**config.mk**
```make
export PLATFORM = sky130hd
export DESIGN_NAME = led_blink_sequencer
export DESIGN_NICKNAME = d
export VERILOG_FILES = /design/src/rtl/led_blink_sequencer.sv
export SDC_FILE = /design/constraint.sdc
export NUM_CORES = 1
export LEC_CHECK = 0
export ABC_AREA = 1
export CAP_MARGIN = 25
export CORE_ASPECT_RATIO = 1.1
export CORE_UTILIZATION = 50
export DETAILED_ROUTE_END_ITERATION = 16
export PLACE_DENSITY = 0.67
export SYNTH_ARGS = -nofsm -noshare
export SYNTH_HDL_FRONTEND = slang
export SYNTH_SLANG_ARGS = --single-unit
export TNS_END_PERCENT = 5
```
**constraint.sdc**
```tcl
create_clock -name WF_CLK -period 2.08 [get_ports WF_CLK]
set_clock_uncertainty 0.15 [all_clocks]
set_input_delay 0.52 -clock WF_CLK [delete_from_list [all_inputs] [get_ports WF_CLK]]
set_output_delay 0.52 -clock WF_CLK [all_outputs]
set_load 0.02 [all_outputs]
```
**src/rtl/led_blink_sequencer.sv**
```systemverilog
// Purpose : byte-commanded N-channel LED blink engine (BLINK_N / ON / OFF / REPEAT per channel).
// Latency : command accepted at edge t is applied at edge t+1; a burst lights its LED from cycle t+2.
// Backpressure: one-deep command register; cmd_ready drops for the apply cycle, so at most one command per 2 cycles.
//
// Ports:
//   WF_CLK    - system clock
//   WF_BUTTON - asynchronous active-low reset
//   cmd_valid / cmd_data / cmd_ready - command byte handshake: [7:6] mode, [5:4] channel, [3:0] count
//   led       - per-channel LED drive, lit level chosen by ACTIVE_LOW
//   busy      - channel is running a burst / gap (state != IDLE)
//   done      - one-cycle pulse when a BLINK_N burst completes
//   cmd_err   - one-cycle pulse while a command naming a missing channel is dropped
module led_blink_sequencer #(
  parameter int N_CH       = 4,
  parameter int HALF_CYC   = 8000000,
  parameter int GAP_CYC    = 32000000,
  parameter bit ACTIVE_LOW = 1'b1
) (
  input  logic            WF_CLK,
  input  logic            WF_BUTTON,
  input  logic            cmd_valid,
  input  logic [7:0]      cmd_data,
  output logic            cmd_ready,
  output logic [N_CH-1:0] led,
  output logic [N_CH-1:0] busy,
  output logic [N_CH-1:0] done,
  output logic            cmd_err
);

  localparam int MAX_CYC = (HALF_CYC > GAP_CYC) ? HALF_CYC : GAP_CYC;
  localparam int TW      = $clog2(MAX_CYC + 1);
  localparam logic [TW-1:0] HALF_LAST = TW'(HALF_CYC - 1);
  localparam logic [TW-1:0] GAP_LAST  = TW'(GAP_CYC - 1);
  localparam logic [TW-1:0] T_ONE     = TW'(1);
  localparam logic [2:0]    NCH3      = 3'(N_CH);

  localparam logic [1:0] M_BLINK = 2'b00;
  localparam logic [1:0] M_ON    = 2'b01;
  localparam logic [1:0] M_OFF   = 2'b10;
  localparam logic [1:0] M_REP   = 2'b11;

  typedef enum logic [1:0] {ST_IDLE, ST_ON, ST_OFF, ST_GAP} ch_state_t;

  // One-deep command register. cmd_ready is a flop so it stays low in reset
  // and through the first cycle after release, and drops for the apply cycle.
  logic       hold_vld;
  logic [7:0] hold_dat;
  logic       accept;

  assign accept = cmd_valid && cmd_ready;

  always_ff @(posedge WF_CLK or negedge WF_BUTTON) begin
    if (!WF_BUTTON) begin
      cmd_ready <= 1'b0;
      hold_vld  <= 1'b0;
      hold_dat  <= 8'h00;
    end else begin
      cmd_ready <= !accept;
      hold_vld  <= accept;
      if (accept) hold_dat <= cmd_data;
    end
  end

  logic [1:0] hold_mode;
  logic [1:0] hold_ch;
  logic [3:0] hold_cnt;

  assign hold_mode = hold_dat[7:6];
  assign hold_ch   = hold_dat[5:4];
  assign hold_cnt  = hold_dat[3:0];

  // Dropped commands never match a channel below, so flagging here is enough.
  assign cmd_err = hold_vld && ({1'b0, hold_ch} >= NCH3);

  for (genvar i = 0; i < N_CH; i++) begin : g_ch
    ch_state_t     state_q, state_d;
    logic [TW-1:0] timer_q, timer_d;
    logic [3:0]    remain_q, remain_d;
    logic [3:0]    count_q, count_d;
    logic          rep_q, rep_d;
    logic          steady_q, steady_d;
    logic          done_q, done_d;
    logic          apply;
    logic          lit;
    logic [3:0]    remain_dec;

    assign apply      = hold_vld && (hold_ch == 2'(i));
    assign remain_dec = remain_q - 4'd1;

    always_ff @(posedge WF_CLK or negedge WF_BUTTON) begin
      if (!WF_BUTTON) begin
        state_q  <= ST_IDLE;
        timer_q  <= '0;
        remain_q <= 4'd0;
        count_q  <= 4'd0;
        rep_q    <= 1'b0;
        steady_q <= 1'b0;
        done_q   <= 1'b0;
      end else begin
        state_q  <= state_d;
        timer_q  <= timer_d;
        remain_q <= remain_d;
        count_q  <= count_d;
        rep_q    <= rep_d;
        steady_q <= steady_d;
        done_q   <= done_d;
      end
    end

    always_comb begin
      state_d  = state_q;
      timer_d  = timer_q;
      remain_d = remain_q;
      count_d  = count_q;
      rep_d    = rep_q;
      steady_d = steady_q;
      done_d   = 1'b0;
      if (apply) begin
        // A new command always wins, even mid-burst; the aborted burst gets no done.
        timer_d = '0;
        case (hold_mode)
          M_ON: begin
            state_d  = ST_IDLE;
            steady_d = 1'b1;
          end
          M_OFF: begin
            state_d  = ST_IDLE;
            steady_d = 1'b0;
          end
          default: begin
            steady_d = 1'b0;
            rep_d    = (hold_mode == M_REP);
            count_d  = hold_cnt;
            remain_d = hold_cnt;
            if (hold_cnt == 4'd0) begin
              state_d = ST_IDLE;
              done_d  = (hold_mode == M_BLINK);
            end else begin
              state_d = ST_ON;
            end
          end
        endcase
      end else begin
        case (state_q)
          ST_ON: begin
            if (timer_q == HALF_LAST) begin
              state_d = ST_OFF;
              timer_d = '0;
            end else begin
              timer_d = timer_q + T_ONE;
            end
          end
          ST_OFF: begin
            if (timer_q == HALF_LAST) begin
              timer_d  = '0;
              remain_d = remain_dec;
              if (remain_dec != 4'd0) begin
                state_d = ST_ON;
              end else if (rep_q) begin
                state_d = ST_GAP;
              end else begin
                state_d  = ST_IDLE;
                steady_d = 1'b0;
                done_d   = 1'b1;
              end
            end else begin
              timer_d = timer_q + T_ONE;
            end
          end
          ST_GAP: begin
            if (timer_q == GAP_LAST) begin
              state_d  = ST_ON;
              timer_d  = '0;
              remain_d = count_q;
            end else begin
              timer_d = timer_q + T_ONE;
            end
          end
          default: begin
          end
        endcase
      end
    end

    assign lit     = (state_q == ST_ON) || ((state_q == ST_IDLE) && steady_q);
    assign led[i]  = lit ^ ACTIVE_LOW;
    assign busy[i] = (state_q != ST_IDLE);
    assign done[i] = done_q;
  end

endmodule

```
==> impl_summary.txt, run 1 <==
----------------------------------------------------
[Clock tree]
  Cell chosen for the clock root ... clkbuf_16
  CTS clock-pin slew for the worst setup and hold paths ... 0.06 ns
  Number of clock buffers inserted by TritonCTS ... 17
  TritonCTS clock tree ... done
  Number of sinks on the clock net ... 162
  Total number of H-tree levels ... 4
  Clock network latency to the later pin of the worst-skew pair ... 0.43 ns
  Clk buf depth ... 2

[Timing]
  Final setup violation count ... 1
  Final count of hold timing violations ... 0
  Peak clock frequency supported by timing ... 481 MHz
  Max-slew violation count ... 0
  Minimum period implied by the final worst setup slack ... 2.08 ns
  Post-route worst setup slack ... -0.000190 ns
  Worst-case hold slack ... 0.314 ns
  Setup repair after global routing missed its margin ... true
  Share of the cycle needed by the critical path after routing ... 1.00

[Synthesis]
  Synthesized cell area ... 10,700 um^2
  Synth Area per Inst ... 6.83 um^2
  Share of synthesized flip-flops with an asynchronous set or reset ... 1.00
  Number of warnings issued by yosys ... 0
  Cell count after synthesis ... 1,565
  Commonest register cell after synthesis ... dfrtp_1
  Number of enable-type register cells in the synthesized netlist ... 0
  Number of library cell types mapped by synthesis ... 43
  Fraction of the yosys area taken by sequential cells ... 0.379
  Syn nets ... 1,607
  Count of state elements after synthesis ... 162

[Min path]
  Worst hold path type ... flip-flop to flip-flop

[Die]
  Placeable core area ... 20,800 um^2
  Number of top-level design ports ... 25
  Full die area ... 22,000 um^2
  Std-Cell Rows ... 55
  DIE WIDTH ... 141 um
  Initial core utilization ... 0.514
  Die extent in y ... 155 um

[Finish]
  Signed area change from the synthesized netlist to the final layout ... 15.2%
  Register Area ... 4050 um^2
  Layout fillers ... 2,021
  Share of final-layout standard cells stronger than drive strength 1 ... 0.0953
  Total area of multi-input combinational cells ... 5740 um^2
  Utilization after layout ... 0.593
  Antenna diodes ... 0
  Nets ... 1,677

[Run status]
  Status ... finished with violations
  Violations in the final reports ... negative setup slack

[Worst setup path]
  Crit path DAT ... 1.41 ns
  Type of element capturing the critical path ... output port
  CP Data Required Time ... 1.41 ns
  Critical-path maximum fanout ... 3
  Critical Path Source Type ... flip-flop
  Worst Path Class, Setup ... flip-flop to output port

[Power and ir drop]
  Clock share of power ... 0.250
  Max IR drop VDD ... 0.000798 V
  PwrDens ... 1110 nW/um^2
  Overall power after layout ... 13.7 mW
  Power share of the combinational group ... 0.440
  Net Sw Frac ... 0.404
  Internal power consumption ... 8.16 mW
  P_sw ... 5.54 mW
  Share of total power in sequential cells ... 0.309
  Leak pwr ... 5.71 nW

[Placed design]
  Port Buffer Count ... 23
  Final estimated routing congestion in global placement ... 0.923
  Worst setup timing slack at the placement stage ... -0.00371 ns
  Final HPWL from detailed placement ... 19.6 mm

[Detailed routing]
  Routed length per instance ... 13.6 um
  Routed wire length ... 26.3 mm
  Remaining design rule violation count ... 0
  Vias ... 10,023
  Number of vias per cell ... 5.19
  Count of nets left with antenna violations after detail routing ... 0
  Pre-Repair DR Iteration Count ... 7
  Starting DRT DRC Count ... 594

[GRT]
  Top Usage Layer GRT ... met2
  Total global routing overflow ... 0
  Met3 Resource Use GR ... 0.0317
  Number of antenna violations at the first check in global routing ... 0
  Number of global-route vias before repair ... 9,483
  Global routing usage on met1 ... 0.341
  GRT Util Overall ... 0.254
  GR Util met2 ... 0.426
  Pin count of the biggest net entering global routing ... 58
  Wire length of the first global-routing pass ... 44.9 mm

[Flow run]
  Max capacitance violation total ... 0

----------------------------------------------------
cell families (layout without fill, tap and decap cells):
| logic type | Yosys count | in the layout | share of synthesized area |
|---|---|---|---|
| buffers and inverters | 233 | 316 | 0.0875 |
| other | 1 | 1 | 0.000351 |
| AND/OR/NAND/NOR | 937 | 937 | 0.375 |
| AO/OA/AOI/OAI | 145 | 145 | 0.0754 |
| flip-flops | 162 | 162 | 0.379 |
| XOR/XNOR | 56 | 56 | 0.0459 |
| adder cells (fa/ha/maj) | 31 | 31 | 0.0363 |
through the flow:
stage	instances	instance area, um^2	setup TNS (ns)
6_report	1933	12300	-0.000190
2_1_floorplan	1565	10700	0
5_1_grt	1933	12300	-0.742
4_1_cts	1932	12300	-0.00964
3_5_place_dp	1897	11600	-0.00371
3_3_place_gp	1897	11600	0
repair_timing:
action / CTS / global route
setup endpoints to repair: 9 / 89
hold endpoints to repair: 30 / 0
pin swaps: 1 / 1
hold buffers: 1 / 0
cloned: 0 / 0
gates resized for setup: 29 / 31
setup buffers: 2 / 1
cell type report:
class                           instances  share of cell area
Multi-Input combinational cell       1170               0.466
Sequential cell                       162               0.329
Clock buffer                           21              0.0382
Tap cell                              285              0.0290
Timing Repair Buffer                   89              0.0633
Inverter                              195              0.0595
Clock inverter                         11              0.0144
registers in the layout, summed over array words and instances (netlist names), 4 cells and up:
register       count
g_ch.timer_q     100
g_ch.count_q      16
g_ch.remain_q     16
g_ch.state_q       8
hold_dat           8
g_ch.done_q        4
g_ch.rep_q         4
g_ch.steady_q      4
critical path: stages, from the launching register on:
cell and delay, ns:
dfrtp_1 0.37, inv_1 0.08, ha_1 0.22, a21oi_1 0.16
buf_4 0.16
placed cells by master, fill, tap and decap left out, types with 20 or more instances in the layout:
cell,synthesis,final
nand2_1,437,432
nor2_1,253,252
inv_1,186,180
dfrtp_1,162,162
nand3_1,119,116
o21ai_0,84,83
nand4_1,68,68
buf_4,7,62
xor2_1,51,51
a21oi_1,33,32
ha_1,31,30
nor3_1,21,20
power by group through the flow:
stage | combinational, mW | sequential [mW] | clock (mW)
floorplan | 3.99 | 4.19 | 0
CTS | 5.95 | 4.22 | 3.53
global placement | 5.81 | 4.26 | 0
detailed placement | 5.93 | 4.28 | 0
global route | 6.84 | 4.31 | 3.64
finish | 6.03 | 4.23 | 3.43
path summary, 6_finish.rpt:
check / from / end / slack [ns] / cells past startpoint
max: g_ch[2].state_q[0] / led[2] / -0.0002 / 4
min: cmd_ready / cmd_ready / 0.31 / 1
max reg2reg: g_ch[2].state_q[0] / g_ch[2].state_q[0] / 0.11 / 9
min reg2reg: cmd_ready / cmd_ready / 0.31 / 1
max in group asynchronous: WF_BUTTON / g_ch[3].state_q[1] / 0.73 / 3
min in group asynchronous: WF_BUTTON / g_ch[0].timer_q[20] / 0.40 / 2
layer usage:
layer  routed length (um)  vias to the layer above
li1                     -                     5133
met1                12600                     4655
met2                12500                      201
met3                  877                       34
met4                  371                        0
met5                    0                        -
cell usage after synthesis, types with 2 or more instances:
cell	n	area (um^2)
inv_2	6	22.5
o22ai_1	6	37.5
o41ai_1	3	26.3
nand4_1	68	425
o21ai_0	84	420
buf_6	2	22.5
ha_1	31	388
buf_2	15	75.1
a31oi_1	2	12.5
nand3b_1	9	67.6
nor2_2	6	37.5
o211ai_1	9	67.6
clkinv_1	3	11.3
nor3_1	21	105
inv_1	186	698
or2_2	4	25.0
and2_1	2	12.5
nand3_1	119	596
clkbuf_1	13	48.8
buf_4	7	52.6
xnor2_1	5	43.8
nor2_4	4	45.0
or2_1	2	12.5
a21oi_1	33	165
a21boi_0	2	15.0
dfrtp_1	162	4050
xor2_1	51	447
nand2_2	7	43.8
nand2_1	437	1640
nor2_1	253	950
(Power assumes the default switching activity.)
==> run 2, diff against run 1 <==
REMOVE_ABC_BUFFERS = 1   (was default)
==> run 2 against run 1 <==
Net effect:
- the run now ends clean
- largest power group unchanged
- clock power fell by 6.7%
- global-route usage is 0.056 points higher
- critical path depth stayed put
- sequential power is essentially flat
- hold slack lost 0.017 ns
- critical endpoint is now led[3]
==> impl_summary.txt, run 2 (synthesis gave the netlist of run 1 again) <==
----------------------------------------------------
[Die]
  Die extent in y ... 155 um
  DIE WIDTH ... 141 um
  Std-Cell Rows ... 55
  Full die area ... 22,000 um^2
  Initial core utilization ... 0.514
  Number of top-level design ports ... 25
  Placeable core area ... 20,800 um^2

[Clock tree]
  Clock network latency to the later pin of the worst-skew pair ... 0.43 ns
  TritonCTS clock tree ... done
  Total number of H-tree levels ... 4
  Number of sinks on the clock net ... 162
  CTS clock-pin slew for the worst setup and hold paths ... 0.07 ns
  Clk buf depth ... 2
  Cell chosen for the clock root ... clkbuf_16
  Number of clock buffers inserted by TritonCTS ... 17

[Timing]
  Final count of hold timing violations ... 0
  Final setup violation count ... 0
  Max-slew violation count ... 0
  Minimum period implied by the final worst setup slack ... 2.05 ns
  Share of the cycle needed by the critical path after routing ... 0.984
  Setup repair after global routing missed its margin ... true
  Post-route worst setup slack ... 0.0325 ns
  Peak clock frequency supported by timing ... 488 MHz

[Min path]
  Hold path endpoint ... cmd_ready
  Worst hold path type ... flip-flop to flip-flop
  Worst min-delay path startpoint ... cmd_ready
  Hold-critical path depth ... 1

[Finish]
  Top flop regs ... g_ch.timer_q: 100 flops, g_ch.count_q: 16 flops, g_ch.remain_q: 16 flops
  Share of final-layout standard cells stronger than drive strength 1 ... 0.0980
  Antenna diodes ... 0
  Non-Filler Instances ... 1,938
  Max reg flops ... 100
  Most frequent cells in the layout ... nand2_1, nor2_1, inv_1
  Final cell area excluding filler cells ... 12,300 um^2
  Signed area change from the synthesized netlist to the final layout ... 15.2%
  Register containing the most flip-flops in the final layout ... g_ch.timer_q
  Commonest non-fill, non-tap cell in the layout ... nand2_1
  Nets ... 1,682

[Worst setup path]
  Worst Path Class, Setup ... flip-flop to output port
  Worst path bufs/invs ... 2
  Chain of cells forming the critical path ... inv_1 > ha_1 > a21oi_2 > buf_4
  Type of element capturing the critical path ... output port
  Largest stage delay on the critical path ... 0.39 ns
  Max stage delay cell, worst path ... dfrtp_1
  CP Data Required Time ... 1.41 ns
  Family with the most delay on the worst path ... flip-flops
  Crit path DAT ... 1.38 ns
  Critical Path Source Type ... flip-flop
  Logic depth of the worst path, buffers included ... 4
  Reg-to-reg endpoint ... g_ch[2].state_q[1]
  Reg-to-Reg Start ... g_ch[2].state_q[0]
  FF-to-FF path depth ... 9
  Critical-path maximum fanout ... 4
  Worst-case register-to-register setup slack ... 0.10 ns

[GRT]
  GRT Util Overall ... 0.254
  Number of antenna violations at the first check in global routing ... 0
  Total global routing overflow ... 0
  Pin count of the biggest net entering global routing ... 45
  Wire length of the first global-routing pass ... 45.0 mm
  Number of global-route vias before repair ... 9,393

[Run status]
  Status ... complete, no violations

[Detailed routing]
  Routed wire length ... 26.7 mm
  Vias ... 10,068
  Number of vias per cell ... 5.20
  Pre-Repair DR Iteration Count ... 5
  Routed length per instance ... 13.8 um
  Count of nets left with antenna violations after detail routing ... 0
  Remaining design rule violation count ... 0
  Starting DRT DRC Count ... 631

[Power and ir drop]
  PwrDens ... 1090 nW/um^2
  Overall power after layout ... 13.5 mW
  Max IR drop VDD ... 0.000726 V
  Leak pwr ... 5.73 nW

[Placed design]
  Final HPWL from detailed placement ... 20.0 mm
  Final estimated routing congestion in global placement ... 0.949
  Placed Instance Area ... 11,700 um^2
  Instance count after placement with tap cells included ... 1,902
  Worst setup timing slack at the placement stage ... 0.00627 ns
  Port Buffer Count ... 23

[Flow run]
  Max capacitance violation total ... 0

----------------------------------------------------
-- run 2: through the flow --
step / utilization / hold slack, ns / TNS [ns]
floorplan: - / 0.0744 / -12.83
global placement: 0.561 / 0.251 / 0
detailed placement: 0.561 / 0.247 / 0
CTS: 0.589 / 0.305 / -0.0132
global route: 0.592 / 0.348 / -0.548
finish: 0.592 / 0.297 / 0
-- run 2: final cells by class --
class | count | area (um^2)
clock buffers | 17 | 425
clock inverters | 15 | 174
fillers | 2044 | 8470
inverters | 195 | 734
multi-input cells | 1170 | 5750
flip-flops and latches | 162 | 4050
well taps | 285 | 357
repair buffers | 94 | 817
-- run 2: how the worst max path moves through the flow --
stage | end | startpoint
detailed placement | led[0] | g_ch[0].state_q[0]
finish | led[3] | g_ch[3].state_q[1]
global placement | led[2] | g_ch[2].state_q[0]
floorplan | g_ch[3].timer_q[11] | hold_vld
global route | g_ch[2].timer_q[9] | g_ch[2].timer_q[0]
CTS | led[3] | g_ch[3].state_q[1]
-- run 2: per-layer routing --
metal / wire length (um) / global-route usage
met1: 12600 / 0.341
met2: 12600 / 0.424
met3: 907 / 0.0295
met4: 584 / 0.0927
met5: 0 / 0
-- run 2: what timing repair did --
item                       4_1_cts  5_1_grt
resized for setup               33       27
hold endpoints to repair        18        0
buffers inserted                 1        2
hold buffers                     1        0
pin swaps                        0        2
setup endpoints to repair        9       92
-- run 2: report_power, final --
part           leakage, nW  switching (mW)  internal, mW  total (mW)
clock network        0.293            1.40          1.81        3.20
logic                 3.27            3.75          2.26        6.01
registers             2.16           0.473          3.77        4.24
total                 5.73            5.62          7.83        13.5
